### config.mk
export PLATFORM = sky130hd
export DESIGN_NAME = imm_extend_unit
export DESIGN_NICKNAME = d
export VERILOG_FILES = /design/src/rtl/imm_extend_unit.sv
export SDC_FILE = /design/constraint.sdc
export NUM_CORES = 1
export LEC_CHECK = 0
export CAP_MARGIN = 30
export CELL_PAD_IN_SITES_DETAIL_PLACEMENT = 1
export CELL_PAD_IN_SITES_GLOBAL_PLACEMENT = 2
export CORE_UTILIZATION = 25
export DETAILED_ROUTE_END_ITERATION = 7
export HOLD_SLACK_MARGIN = 0.03
export MAX_ROUTING_LAYER = met4
export PLACE_DENSITY_LB_ADDON = 0.15
export SYNTH_ARGS = -nofsm -noshare
export SYNTH_HDL_FRONTEND = slang
export SYNTH_SLANG_ARGS = --single-unit
### constraint.sdc
create_clock -name clk -period 1.63 [get_ports clk]
set_clock_uncertainty 0.15 [all_clocks]
set_input_delay 0.326 -clock clk [delete_from_list [all_inputs] [get_ports clk]]
set_output_delay 0.326 -clock clk [all_outputs]
set_load 0.01 [all_outputs]
### src/rtl/imm_extend_unit.sv
// imm_extend_unit: registered immediate extender (sign/zero/high-place/prefix-load); optional flush port with IMMX_FLUSH_EN
module imm_extend_unit #(
  parameter int IMM_W = 14,
  parameter int OUT_W = 16,
  parameter int PFX_W = OUT_W - IMM_W
) (
  input  logic             clk,
  input  logic             rst_n,
`ifdef IMMX_FLUSH_EN
  input  logic             flush,
`endif
  input  logic             in_valid,
  output logic             in_ready,
  input  logic [1:0]       in_mode,
  input  logic [IMM_W-1:0] in_imm,
  output logic             out_valid,
  input  logic             out_ready,
  output logic [OUT_W-1:0] out_data,
  output logic             out_pfx
);
  localparam logic [0:0] IDLE = 1'b0;
  localparam logic [0:0] PREFIXED = 1'b1;
  logic [0:0] state;
  logic [PFX_W-1:0] pfx_q;
  logic fl, acc, is_pfx, use_pfx;
  logic [OUT_W-1:0] nxt;
`ifdef IMMX_FLUSH_EN
  assign fl = flush;
`else
  assign fl = 1'b0;
`endif
  assign in_ready = !fl && (!out_valid || out_ready);
  assign acc = in_valid && in_ready;
  assign is_pfx = in_mode == 2'b11;
  assign use_pfx = state == PREFIXED && !in_mode[1];
  always_comb begin
    nxt = in_mode == 2'b10 ? {{PFX_W{1'b0}}, in_imm} << PFX_W
        : use_pfx ? {pfx_q, in_imm}
        : in_mode[0] ? {{PFX_W{1'b0}}, in_imm}
        : {{PFX_W{in_imm[IMM_W-1]}}, in_imm};
  end
  always_ff @(posedge clk or negedge rst_n) begin
    if (!rst_n) begin
      out_valid <= 1'b0;
      out_data <= '0;
      out_pfx <= 1'b0;
      pfx_q <= '0;
      state <= IDLE;
    end else if (fl) begin
      out_valid <= 1'b0;
      state <= IDLE;
    end else begin
      if (acc && !is_pfx) begin
        out_valid <= 1'b1;
        out_data <= nxt;
        out_pfx <= use_pfx;
      end else if (out_ready) begin
        out_valid <= 1'b0;
      end
      if (acc) begin
        state <= is_pfx ? PREFIXED : IDLE;
        if (is_pfx) pfx_q <= in_imm[PFX_W-1:0];
      end
    end
  end
endmodule

==> impl_metrics.csv <==
group,metric,value,unit
run_status,status,"complete, no violations",
job,drv_cap,0,
clock_tree,cts_tree,"done",
setup_path,end_kind,"flop",
pwr,p_switching,0.000384,W
global_route,grt_pass1_vias,834,
pwr,pwr-share-seq,47.3,%
global_route,grtUsageMet1,17.6,%
setup_path,cp_max_fo,21,
hold_path,worst_hold_path_type,"in2async",
clock_tree,post_cts_resized,13,
yosys,synthCells,89,
clock_tree,cts-root-buf,"clkbuf_8",
global_route,grt_use_met3,2.86,%
global_route,grt_start_max_net_pins,22,
timing,worst_slew_pin_slew,0.290,ns
routing,dr.pass1.iters,3,
cells_and_area,nNetsFinal,155,
timing,finalSetupTns,0,ns
setup_path,start_kind,"primary input",
setup_path,critPathTopFamily,"buffers and inverters",
clock_tree,cts_hold_buf,0,
timing,finalCritPeriodShare,93.6,%
routing,ant_nets,0,
timing,setup_viol,0,
timing,drv_slew,0,
pwr,irDropWorstVdd,0.317,mV
routing,drc_errors,0,
floorplan,coreArea,3690,sq um
placement,io_buffers,38,
setup_path,required,1.64,ns
setup_path,worstPathArrival,1.54,ns
pwr,p_per_area,927,nW/um^2
floorplan,start_util,26.2,%
cells_and_area,n_antenna_cell,0,
clock_tree,cts_buffers,3,
yosys,yosysSeqAreaShare,54.5,%
placement,dp_hpwl,1.69,mm
yosys,yosys_most_used_dff,"dfrtp_1",
floorplan,die_w,64.1,microns
cells_and_area,drive_above_1_share,12.7,%
pwr,swShare,27.6,%
global_route,track_usage,12.7,%
setup_path,path_class,"in2reg",
clock_tree,clk_latency,0.25,ns
pwr,power_frac_comb,28.5,%
yosys,netlist_area,965,sq um
floorplan,pin_count,39,
setup_path,critPathMaxStageDelay,0.45,ns
timing,clock.fmax,656,MHz
yosys,synth.avg_cell_area,10.8,sq um
global_route,antenna_found_initial,0,
yosys,yosysMostFrequentCell,"dfrtp_1",
setup_path,critPathBufInv,3,
global_route,grt_overflow,0,
placement,gp_congestion,0.702,
clock_tree,cts_buffer_depth,2,
cells_and_area,final_area,1500,sq um
yosys,synth_common_cells,"21 x dfrtp_1, 17 x nand2_1, 12 x mux2i_1, 8 x o21ai_1",
timing,slew_headroom,80.7,%
timing,hold_viol,0,
routing,first_iter_violations,11,
clock_tree,h-tree-depth,1,
pwr,power_frac_clock,24.2,%
yosys,synth_edf_count,0,
routing,routed_wl,2.29,mm
cells_and_area,syn_to_final_growth,55.5,%
yosys,synth_fp_nets,109,
placement,place_area,1460,sq um
routing,wl_per_cell,12.6,microns
routing,vias,774,
clock_tree,cts_setup_buffers,0,
yosys,synth_cell_types,19,
global_route,globalRouteMet2Util,18.8,%
pwr,leakage,0.809,nW
timing,rsz0062_at_grt,"false",
yosys,synth_area_leaders,"dfrtp_1 54%, mux2i_1 12%, nand2_1 6.6%",
clock_tree,cts_num_sinks,21,
yosys,synth-seq-cells,21,
yosys,async_flop_share,100,%
yosys,synth_largest_area_cell,"dfrtp_1",
global_route,grt_pass1_wl,3.97,mm
floorplan,fp-row-count,22,
floorplan,dieArea,4110,sq um
yosys,ys.warnings.count,0,
routing,detail_route.vias_per_cell,4.25,
setup_path,cp_cell_sequence,"clkdlybuf4s50_1 > nand2b_2 > buf_4 > nand3_2 > buf_12 > o31ai_1",
timing,post-route-min-period,1.52,ns
clock_tree,cts.clk_slew.worst_paths,0.08,ns
floorplan,die_h,64.1,microns
setup_path,critical_path.slowest_cell,"clkdlybuf4s50_1",
global_route,busiest_layer,"met2",
pwr,internal_power,0.00101,W
yosys,synth.top_cell.area_share,54.5,%
[through the flow]
stage	utilization (%)	hold slack [ns]	std cells	power, W	setup slack [ns]
6_report	40.7	0.276	182	0.00139	0.105
4_1_cts	40.3	0.282	182	0.00143	0.00360
5_1_grt	40.7	0.291	182	0.00149	0.0149
3_3_place_gp	39.5	0.317	178	0.00111	-0.273
3_5_place_dp	39.5	0.326	178	0.00112	-0.257
2_1_floorplan	-	-0.120	89	0.000843	0.351
[per-layer routing]
layer	up-vias	wire [microns]
li1	395	-
met1	356	1150
met2	21	1010
met3	2	116
met4	0	12
met5	-	0
[final cells by class]
cell class	instances	area, sq um
Tap cell	48	60.1
Inverter	2	7.51
Timing Repair Buffer	46	477
Fill cell	432	2190
Clock buffer	4	45.0
Sequential cell	21	526
Multi-Input combinational cell	61	385
[registers in the layout, summed over array words and instances, names as in the netlist]
| signal | cells |
|---|---|
| out_data | 16 |
| state | 1 |
| out_pfx | 1 |
| out_valid | 1 |
| pfx_q | 2 |
[cell usage in the layout (no fill, tap or decap)]
master / n
dfrtp_1: 21
clkdlybuf4s50_1: 19
nand2_1: 17
mux2i_1: 12
dlygate4sd2_1: 11
o21ai_1: 8
dlymetal6s2s_1: 7
buf_4: 5
nor2_1: 4
o21ai_0: 4
a22o_1: 3
a21oi_1: 3
clkbuf_8: 3
buf_12: 3
nand2b_2: 2
mux2_2: 2
inv_1: 2
o31ai_1: 2
nand3_2: 1
nand4_1: 1
nand2b_1: 1
a21boi_0: 1
clkbuf_1: 1
clkbuf_2: 1
[power groups by stage]
| stage | Sequential (W) | Clock (W) | Combinational [W] |
|---|---|---|---|
| global placement | 0.000670 | 0 | 0.000440 |
| finish | 0.000658 | 0.000337 | 0.000397 |
| CTS | 0.000661 | 0.000358 | 0.000413 |
| floorplan | 0.000704 | 0 | 0.000139 |
| detailed placement | 0.000672 | 0 | 0.000445 |
| global route | 0.000673 | 0.000385 | 0.000436 |
[worst reg2reg max path, cell delays in order, from the launching register on]
cell      delay [ns]
dfrtp_1         0.39
nand2b_2        0.08
buf_4           0.12
nand3_2         0.12
buf_12          0.18
o31ai_1         0.23
[logic make-up (layout without fill, tap and decap cells)]
family | Yosys count | after routing | share of synthesized area (%)
AOI/OAI and AO/OA | 21 | 21 | 12.8
muxes | 14 | 14 | 14.8
buffers and inverters | 7 | 52 | 5.58
DFF | 21 | 21 | 54.5
and+or+nand+nor | 26 | 26 | 12.3
[worst paths after layout]
path                            cells past startpoint  slack [ns]      endpoint         start
max in group asynchronous                           2        0.83   out_data[4]         rst_n
min in group clk                                    2        0.33  out_data[11]  out_data[11]
worst max-delay path                                6        0.11  out_data[15]     out_ready
worst min register to register                      2        0.33  out_data[11]  out_data[11]
worst min-delay path                                2        0.28       out_pfx         rst_n
worst max register to register                      5        0.27  out_data[15]     out_valid
Note: power is estimated with default switching activity, not from simulation.
